===== src/rtl/jtag_hps_bridge_bytes_to_packets_if.sv =====
// Byte-stream in / packet-stream out bundle for the bytes-to-packets decoder.
// The slave view belongs to the decoder; the master view to whoever drives it.
interface jtag_hps_bridge_bytes_to_packets_if #(
  parameter int CHANNEL_WIDTH = 8
);
  logic                     in_ready;
  logic                     in_valid;
  logic [7:0]               in_data;
  logic                     out_ready;
  logic                     out_valid;
  logic [7:0]               out_data;
  logic [CHANNEL_WIDTH-1:0] out_channel;
  logic                     out_startofpacket;
  logic                     out_endofpacket;

  modport slave (
    output in_ready,
    input  in_valid,
    input  in_data,
    input  out_ready,
    output out_valid,
    output out_data,
    output out_channel,
    output out_startofpacket,
    output out_endofpacket
  );

  modport master (
    input  in_ready,
    output in_valid,
    output in_data,
    output out_ready,
    input  out_valid,
    input  out_data,
    input  out_channel,
    input  out_startofpacket,
    input  out_endofpacket
  );
endinterface


===== src/rtl/jtag_hps_bridge_bytes_to_packets.sv =====
// Strips in-band SOP/EOP/CHAN/ESC framing from the raw JTAG byte stream and
// emits one registered Avalon-ST beat per payload byte.
module jtag_hps_bridge_bytes_to_packets #(
  parameter int         CHANNEL_WIDTH = 8,
  parameter logic [7:0] ESC_XOR       = 8'h20
) (
  input logic clk,
  input logic reset,
  jtag_hps_bridge_bytes_to_packets_if.slave bus
);
  localparam logic [7:0] SOP_C  = 8'h7A;
  localparam logic [7:0] EOP_C  = 8'h7B;
  localparam logic [7:0] CHAN_C = 8'h7C;
  localparam logic [7:0] ESC_C  = 8'h7D;

  logic                     esc_pend;
  logic                     chan_pend;
  logic                     sop_pend;
  logic                     eop_pend;
  logic [CHANNEL_WIDTH-1:0] chan_reg;

  logic                     esc_nxt;
  logic                     chan_pend_nxt;
  logic                     sop_nxt;
  logic                     eop_nxt;
  logic [CHANNEL_WIDTH-1:0] chan_nxt;

  logic       accept;
  logic       emit;
  logic [7:0] emit_data;
  logic [7:0] esc_x;

  assign bus.in_ready = ~bus.out_valid | bus.out_ready;
  assign accept       = bus.in_valid & bus.in_ready;
  assign esc_x        = bus.in_data ^ ESC_XOR;

  // Decode the accepted byte into flag updates, channel writes and beats
  always_comb begin
    esc_nxt       = esc_pend;
    chan_pend_nxt = chan_pend;
    sop_nxt       = sop_pend;
    eop_nxt       = eop_pend;
    chan_nxt      = chan_reg;
    emit          = 1'b0;
    emit_data     = bus.in_data;
    if (accept) begin
      if (esc_pend) begin
        esc_nxt   = 1'b0;
        emit_data = esc_x;
        if (chan_pend) begin
          chan_nxt      = CHANNEL_WIDTH'(esc_x);
          chan_pend_nxt = 1'b0;
        end else begin
          emit = 1'b1;
        end
      end else begin
        unique case (1'b1)
          (bus.in_data == ESC_C): begin
            esc_nxt = 1'b1;
          end
          (bus.in_data == SOP_C): begin
            sop_nxt       = 1'b1;
            chan_pend_nxt = 1'b0;
          end
          (bus.in_data == EOP_C): begin
            eop_nxt       = 1'b1;
            chan_pend_nxt = 1'b0;
          end
          (bus.in_data == CHAN_C): begin
            chan_pend_nxt = 1'b1;
          end
          default: begin
            if (chan_pend) begin
              chan_nxt      = CHANNEL_WIDTH'(bus.in_data);
              chan_pend_nxt = 1'b0;
            end else begin
              emit = 1'b1;
            end
          end
        endcase
      end
    end
    if (emit) begin
      sop_nxt = 1'b0;
      eop_nxt = 1'b0;
    end
  end

  // Register decoder state and the outgoing beat; hold it until taken
  always_ff @(posedge clk) begin
    if (reset) begin
      esc_pend              <= 1'b0;
      chan_pend             <= 1'b0;
      sop_pend              <= 1'b0;
      eop_pend              <= 1'b0;
      chan_reg              <= '0;
      bus.out_valid         <= 1'b0;
      bus.out_data          <= '0;
      bus.out_channel       <= '0;
      bus.out_startofpacket <= 1'b0;
      bus.out_endofpacket   <= 1'b0;
    end else begin
      esc_pend  <= esc_nxt;
      chan_pend <= chan_pend_nxt;
      sop_pend  <= sop_nxt;
      eop_pend  <= eop_nxt;
      chan_reg  <= chan_nxt;
      if (emit) begin
        bus.out_valid         <= 1'b1;
        bus.out_data          <= emit_data;
        bus.out_channel       <= chan_nxt;
        bus.out_startofpacket <= sop_pend;
        bus.out_endofpacket   <= eop_pend;
      end else if (bus.out_ready) begin
        bus.out_valid <= 1'b0;
      end
    end
  end
endmodule

===== src/flat_wrapper.sv =====
// flat-port wrapper written by rule: the top's interface ports become plain ports
module jtag_hps_bridge_bytes_to_packets_flat 
#(
  parameter int         CHANNEL_WIDTH = 8,
  parameter logic [7:0] ESC_XOR       = 8'h20
)
  (clk, reset, bus_in_ready, bus_in_valid, bus_in_data, bus_out_ready, bus_out_valid, bus_out_data, bus_out_channel, bus_out_startofpacket, bus_out_endofpacket);
  jtag_hps_bridge_bytes_to_packets_if #(.CHANNEL_WIDTH(CHANNEL_WIDTH)) bus_i ();
  input logic clk;
  input logic reset;
  output wire logic [$bits(bus_i.in_ready)-1:0] bus_in_ready;
  input wire logic [$bits(bus_i.in_valid)-1:0] bus_in_valid;
  input wire logic [$bits(bus_i.in_data)-1:0] bus_in_data;
  input wire logic [$bits(bus_i.out_ready)-1:0] bus_out_ready;
  output wire logic [$bits(bus_i.out_valid)-1:0] bus_out_valid;
  output wire logic [$bits(bus_i.out_data)-1:0] bus_out_data;
  output wire logic [$bits(bus_i.out_channel)-1:0] bus_out_channel;
  output wire logic [$bits(bus_i.out_startofpacket)-1:0] bus_out_startofpacket;
  output wire logic [$bits(bus_i.out_endofpacket)-1:0] bus_out_endofpacket;
  assign bus_in_ready = bus_i.in_ready;
  assign bus_i.in_valid = bus_in_valid;
  assign bus_i.in_data = bus_in_data;
  assign bus_i.out_ready = bus_out_ready;
  assign bus_out_valid = bus_i.out_valid;
  assign bus_out_data = bus_i.out_data;
  assign bus_out_channel = bus_i.out_channel;
  assign bus_out_startofpacket = bus_i.out_startofpacket;
  assign bus_out_endofpacket = bus_i.out_endofpacket;
  jtag_hps_bridge_bytes_to_packets #(.CHANNEL_WIDTH(CHANNEL_WIDTH), .ESC_XOR(ESC_XOR)) u_core (.clk(clk), .reset(reset), .bus(bus_i));
endmodule

===== config.mk =====
export PLATFORM = sky130hd
export DESIGN_NAME = jtag_hps_bridge_bytes_to_packets_flat
export DESIGN_NICKNAME = d
export VERILOG_FILES = /design/src/rtl/jtag_hps_bridge_bytes_to_packets_if.sv /design/src/rtl/jtag_hps_bridge_bytes_to_packets.sv /design/src/flat_wrapper.sv
export SDC_FILE = /design/constraint.sdc
export NUM_CORES = 1
export LEC_CHECK = 0
export BUFFER_PORTS_ARGS = -buffer_cell sky130_fd_sc_hd__buf_4
export CORE_ASPECT_RATIO = 1.25
export CORE_MARGIN = 2
export CORE_UTILIZATION = 55
export DETAILED_ROUTE_END_ITERATION = 8
export PLACE_DENSITY = 0.83
export SLEW_MARGIN = 0
export SYNTH_ARGS = -nofsm -noshare
export SYNTH_HDL_FRONTEND = slang
export SYNTH_SLANG_ARGS = --single-unit
export TNS_END_PERCENT = 100

===== constraint.sdc =====
create_clock -name clk -period 2.3 [get_ports clk]
set_clock_uncertainty 0.2 [all_clocks]
set_input_delay 0.23 -clock clk [delete_from_list [all_inputs] [get_ports clk]]
set_output_delay 0.23 -clock clk [all_outputs]
set_load 0.01 [all_outputs]

==> results.md, run 1 <==
• **status** completed
• **area of the core** 2260 um^2
• **Crit Path Class** input pin to register
• **Via Count** 1140
• **capturing element type of the critical path** register
• **RSZ-0062 raised after global routing** no
• **number of endpoints with negative hold slack in the final report** 0
• **commonest non-fill, non-tap cells in the layout** 32 x sky130_fd_sc_hd__buf_4, 31 x sky130_fd_sc_hd__dfxtp_1, 16 x sky130_fd_sc_hd__nand2_1
• **Yosys warning count** 0
• **LEAKAGE** 0.678 nW
• **post-layout net count** 183
• **most common cell after layout, fill and taps aside** sky130_fd_sc_hd__buf_4
• **die width** 48.1 um
• **wire length of the first global-routing pass** 4840 um
• **total nets after synthesis** 146
• **cells traversed along the worst timing path** dlygate4sd3_1 -> buf_4 -> and4bb_1 -> and3_1 -> buf_4 -> nor3_1 -> a31o_2
• **post-route fraction of the period consumed by the critical path** 0.856
• **total routed wirelength** 2890 um
• **total standard cell area after synthesis** 1340 um^2
• **gate count of the mapped netlist** 134
• **total setup buffers inserted after CTS** 0
• **cell row count** 19
• **Initial DRC Count** 20
• **Die Height** 59.1 um
• **Most Frequent Cell on Critical Path** sky130_fd_sc_hd__buf_4
• **sequential area share after synthesis** 0.465
• **Slew headroom** 0.663
• **via count of the first global-routing pass** 1169
• **drt drc** 0
• **post-route antenna net violation count** 0
• **pin count of the biggest net entering global routing** 29
• **Initial Utilization** 0.591
• **post-detailed-route via-to-cell ratio** 5.62
• **setup violators final** 0
• **layout-stage area growth over the synthesis result** 24.3%
• **Gates resized, CTS repair** 0
• **synthesized area per cell** 9.96 um^2
• **Distinct cells, synth** 35
• **CTS Buf Count** 5
• **count of buffers from port buffering** 31
• **part of the power in combinational logic** 0.137
• **initial antenna violation count** 0
• **Arrival @ worst endpoint** 2.00 ns
• **H-tree level count** 2
• **flip-flop and latch count after synthesis** 31
• **element type at the critical path start** input pin
• **Clk pwr share** 0.297
• **power density of the placed cells** 598 nW/um^2
• **measured slew at the worst slew-check pin** 0.506 ns
• **CTS tree** built
• **CTS root buffer** sky130_fd_sc_hd__clkbuf_4
• **worst ir drop on vdd** 0.000510 V
• **net switching component of the power** 0.259 mW
• **cell-internal power** 0.734 mW
• **crit path max-delay cell type** sky130_fd_sc_hd__dlygate4sd3_1
• **final weighted congestion in routability-driven placement** 0.932
• **Worst path top cell family by delay** buffers and inverters
• **Net Sw Frac** 0.261
• **min cycle time layout** 1.97 ns
• **hold-fix buffer count after cts** 7
• **clock slew seen by the registers of the worst setup and hold paths** 0.08 ns
• **antenna cells** 0
• **top-level I/O count** 32
• **highest clock frequency the design can meet** 508 MHz
• **worst min-delay path class** input pin to register
• **worst hold-check slack** 0.0202 ns
• **post-detailed-route wirelength per cell** 14.2 um
• **Overall Global Routing Usage** 0.247
• **Sum Neg Setup Slack** 0 ns
• **Die ar.** 2840 um^2
• **clock buffer depth** 2
• **layout cells sized above 1** 0.337
• **maximum net fanout on the critical path** 15
• **highest cell delay on the worst timing path** 0.54 ns
• **part of the total power dissipated in sequential elements** 0.566
• **buffers and inverters on the worst path** 3
• **insertion delay of the later-clocked pin in the worst-skew pair** 0.34 ns
• **data required time of the critical path** 2.33 ns
• **Detail Placement HPWL** 2080 um
• **clk sinks** 31
• **Max-Cap Viols** 0
• **total iterations of the first detailed-routing run** 4
• **leftover overflow at the end of global routing** 0
• **pins over their slew limit** 0
[through the flow]
stage / std cells / cell area [um^2] / power, mW / setup slack [ns] / utilization
after floorplan: 134 / 1340 / 0.651 / 0.699 / -
after global placement: 188 / 1540 / 0.697 / 0.567 / 0.681
after detailed placement: 188 / 1540 / 0.701 / 0.506 / 0.681
after CTS: 203 / 1660 / 1.00 / 0.351 / 0.735
after global routing: 203 / 1660 / 1.04 / 0.273 / 0.735
final: 203 / 1660 / 0.992 / 0.331 / 0.735
[layout make-up]
type                    count  area, um^2
multi-input cells          92         632
flip-flops and latches     31         621
fillers                   185         599
repair buffers             39         310
clock buffers               7        45.0
well taps                  31        38.8
inverters                   2        7.51
clock inverters             1        5.00
[logic make-up (layout without fill, tap and decap cells)]
family                    Yosys count  in the layout  synth area share
AOI/OAI and AO/OA                  30             30             0.162
xor gates and xnor gates            3              3            0.0197
buffers and inverters              11             49            0.0618
DFF                                31             31             0.465
muxes                               7              7            0.0525
and+or+nand+nor                    52             52             0.239
[metal layers]
metal / part of all wire / vias to the layer above / track usage
met5: 0 / - / 0
met4: 0.049 / 0 / 0.197
met3: 0.051 / 14 / 0.0732
met2: 0.50 / 38 / 0.396
met1: 0.40 / 530 / 0.252
li1: - / 558 / -
[worst reg2reg max path, delay by kind of cell, from the launching register on]
kind | cells | cell delay [ns]
and+or+nand+nor | 3 | 0.93
DFF | 1 | 0.35
muxes | 1 | 0.24
[path summary, 6_finish.rpt]
check	end	slack [ns]	cells past startpoint	from
worst max register to register	u_core.chan_reg[1]$_SDFF_PP0_	0.50	4	u_core.bus.out_valid$_SDFFE_PP0P_
worst min-delay path	u_core.chan_reg[1]$_SDFF_PP0_	0.02	3	bus_in_data[1]
worst max-delay path	u_core.bus.out_channel[7]$_SDFFE_PP0P_	0.33	7	bus_in_data[7]
worst min register to register	u_core.bus.out_startofpacket$_SDFFE_PP0P_	0.28	2	u_core.bus.out_startofpacket$_SDFFE_PP0P_
[cells in the mapped netlist]
cell / count / area [um^2]
sky130_fd_sc_hd__a21oi_1: 8 / 40.0
sky130_fd_sc_hd__mux2i_1: 7 / 70.1
sky130_fd_sc_hd__inv_2: 1 / 3.75
sky130_fd_sc_hd__o21a_1: 1 / 7.51
sky130_fd_sc_hd__xor2_1: 1 / 8.76
sky130_fd_sc_hd__nor2_1: 1 / 3.75
sky130_fd_sc_hd__nand4_1: 1 / 6.26
sky130_fd_sc_hd__a31o_2: 7 / 61.3
sky130_fd_sc_hd__a31o_1: 7 / 61.3
sky130_fd_sc_hd__buf_6: 3 / 33.8
sky130_fd_sc_hd__nor3_2: 7 / 70.1
sky130_fd_sc_hd__inv_1: 1 / 3.75
sky130_fd_sc_hd__a211oi_1: 1 / 7.51
sky130_fd_sc_hd__buf_2: 2 / 10.0
sky130_fd_sc_hd__and2_0: 1 / 6.26
sky130_fd_sc_hd__buf_12: 1 / 20.0
sky130_fd_sc_hd__nand3_1: 3 / 15.0
sky130_fd_sc_hd__clkbuf_1: 3 / 11.3
sky130_fd_sc_hd__nor3_1: 10 / 50.1
sky130_fd_sc_hd__nand2_2: 1 / 6.26
sky130_fd_sc_hd__nor2b_1: 2 / 12.5
sky130_fd_sc_hd__and2_1: 2 / 12.5
sky130_fd_sc_hd__and3_1: 2 / 12.5
sky130_fd_sc_hd__dfxtp_1: 31 / 621
sky130_fd_sc_hd__and4bb_1: 1 / 12.5
sky130_fd_sc_hd__xnor2_1: 2 / 17.5
sky130_fd_sc_hd__a31oi_1: 1 / 6.26
sky130_fd_sc_hd__nand2b_4: 1 / 13.8
sky130_fd_sc_hd__and3b_1: 1 / 8.76
sky130_fd_sc_hd__a41oi_1: 2 / 17.5
sky130_fd_sc_hd__nand2_1: 16 / 60.1
sky130_fd_sc_hd__and3_2: 1 / 7.51
sky130_fd_sc_hd__nand3_2: 1 / 10.0
sky130_fd_sc_hd__nand3b_2: 1 / 11.3
sky130_fd_sc_hd__o21ai_0: 3 / 15.0
[power groups by stage]
| stage | combinational [mW] | sequential [mW] | clock, mW |
|---|---|---|---|
| finish | 0.136 | 0.562 | 0.295 |
| global route | 0.148 | 0.564 | 0.326 |
| CTS | 0.137 | 0.562 | 0.306 |
| detailed placement | 0.127 | 0.574 | 0 |
| global placement | 0.124 | 0.573 | 0 |
| floorplan | 0.0720 | 0.579 | 0 |
No activity file was read; power rests on OpenSTA's default activity.
==> run 2, diff against run 1 <==
Settings changed: BUFFER_PORTS_ARGS -buffer_cell sky130_fd_sc_hd__buf_4 to -buffer_cell sky130_fd_sc_hd__clkbuf_2, SKIP_LAST_GASP from default to 1.
==> results.md, run 2 (synthesized netlist as in run 1, its figures left out) <==
• **via count of the first global-routing pass** 1109
• **final weighted congestion in routability-driven placement** 0.939
• **Overall Global Routing Usage** 0.248
• **Worst Hold Depth** 3
• **post-detailed-route wirelength per cell** 14.3 um
• **Worst Setup SP** bus_in_data[7]
• **capturing element type of the critical path** register
• **post-detailed-route via-to-cell ratio** 5.64
• **pins over their slew limit** 0
• **Max-Cap Viols** 0
• **clock slew seen by the registers of the worst setup and hold paths** 0.09 ns
• **top-level I/O count** 32
• **cell count of the worst reg-to-reg path** 5
• **leftover overflow at the end of global routing** 0
• **clk sinks** 31
• **initial antenna violation count** 0
• **highest cell delay on the worst timing path** 0.53 ns
• **element type at the critical path start** input pin
• **worst hold-check slack** 0.00422 ns
• **post-layout net count** 180
• **RSZ-0062 raised after global routing** no
• **commonest non-fill, non-tap cells in the layout** 31 x sky130_fd_sc_hd__clkbuf_2, 31 x sky130_fd_sc_hd__dfxtp_1, 16 x sky130_fd_sc_hd__nand2_1
• **FF-to-FF End** u_core.bus.out_data[2]$_SDFFE_PP0P_
• **Initial Utilization** 0.591
• **startpoint of the worst hold path** bus_in_data[6]
• **highest clock frequency the design can meet** 507 MHz
• **CTS Buf Count** 5
• **CTS tree** built
• **Slew headroom** 0.669
• **insertion delay of the later-clocked pin in the worst-skew pair** 0.33 ns
• **Detail Placement HPWL** 2060 um
• **area of the core** 2260 um^2
• **Initial DRC Count** 22
• **Crit Path Class** input pin to register
• **H-tree level count** 2
• **post-placement setup slack** 0.513 ns
• **wire length of the first global-routing pass** 4800 um
• **smallest setup slack after layout** 0.326 ns
• **worst min-delay path class** input pin to register
• **destination of the worst hold path** u_core.chan_reg[6]$_SDFF_PP0_
• **maximum net fanout on the critical path** 15
• **crit path max-delay cell type** sky130_fd_sc_hd__dlygate4sd3_1
• **cell row count** 19
• **cells traversed along the worst timing path** dlygate4sd3_1 -> clkbuf_2 -> and4bb_1 -> and3_1 -> buf_4 -> nor3_1 -> a31o_2
• **status** completed
• **total iterations of the first detailed-routing run** 4
• **die width** 48.1 um
• **clock buffer depth** 2
• **total routed wirelength** 2840 um
• **post-route fraction of the period consumed by the critical path** 0.858
• **layout-stage area growth over the synthesis result** 15.6%
• **Die Height** 59.1 um
• **number of endpoints with negative hold slack in the final report** 0
• **Die ar.** 2840 um^2
• **min cycle time layout** 1.97 ns
• **worst ir drop on vdd** 0.000542 V
• **antenna cells** 0
• **count of buffers from port buffering** 31
• **LEAKAGE** 0.638 nW
• **Reg2Reg Launch Point** u_core.esc_pend$_SDFFE_PP0P_
• **setup violators final** 0
• **Sum Neg Setup Slack** 0 ns
• **drt drc** 0
• **layout cells sized above 1** 0.341
• **Via Count** 1116
• **measured slew at the worst slew-check pin** 0.496 ns
• **power density of the placed cells** 620 nW/um^2
• **CTS root buffer** sky130_fd_sc_hd__clkbuf_4
• **pin count of the biggest net entering global routing** 29
• **data required time of the critical path** 2.32 ns
• **Arrival @ worst endpoint** 2.00 ns
• **register-to-register path setup slack** 0.51 ns
• **post-route antenna net violation count** 0
run 2: cell types whose count changed in the layout (fill, tap and decap cells not counted), sizes merged:
cell	before	now
buf	32	1
clkbuf	7	37
dlygate4sd3	7	4
clkinv	1	0
run 2: through the flow:
| step | area, um^2 | power [mW] | utilization | instances |
|---|---|---|---|---|
| after CTS | 1540 | 0.963 | 0.683 | 198 |
| after global placement | 1460 | 0.684 | 0.647 | 188 |
| after global routing | 1540 | 1.00 | 0.683 | 198 |
| after floorplan | 1340 | 0.651 | - | 134 |
| final | 1540 | 0.956 | 0.683 | 198 |
| after detailed placement | 1460 | 0.688 | 0.647 | 188 |
run 2: cell type report:
class | instances | area (um^2)
flip-flops and latches | 31 | 621
clock buffers | 6 | 41.3
repair buffers | 36 | 203
inverters | 2 | 7.51
multi-input cells | 92 | 632
fillers | 193 | 716
well taps | 31 | 38.8
run 2: worst max-delay path by stage:
stage	endpoint	slack, ns	depth (start not counted)
6_report	u_core.bus.out_data[2]$_SDFFE_PP0P_	0.33	7
5_1_grt	u_core.bus.out_data[1]$_SDFFE_PP0P_	0.26	7
4_1_cts	u_core.bus.out_data[2]$_SDFFE_PP0P_	0.33	7
3_5_place_dp	u_core.bus.out_data[2]$_SDFFE_PP0P_	0.51	5
3_3_place_gp	u_core.bus.out_channel[7]$_SDFFE_PP0P_	0.58	5
2_1_floorplan	u_core.chan_reg[5]$_SDFF_PP0_	0.70	6
run 2: where the power goes:
group	internal, mW	switching [mW]	total (mW)	leakage (nW)
clock	0.108	0.168	0.276	0.0242
combinational	0.0463	0.0723	0.119	0.362
sequential	0.553	0.00881	0.561	0.252
run 2: repair_timing:
item                       4_1_cts  5_1_grt
resized for setup                0        0
setup endpoints to repair        0        0
hold endpoints to repair         4        0
hold buffers                     4        0
setup buffers                    0        0
run 2: layer usage:
metal / vias up / part of all wire / track usage
met2: 35 / 0.52 / 0.400
met3: 9 / 0.055 / 0.110
met4: 0 / 0.028 / 0.116
met1: 518 / 0.40 / 0.268
met5: - / 0 / 0
li1: 554 / - / -
run 2: worst max-delay path: cells and delay by family:
family          cells  cell delay (ns)
buf+inv             3             0.90
compound gates      1             0.23
simple gates        3             0.63
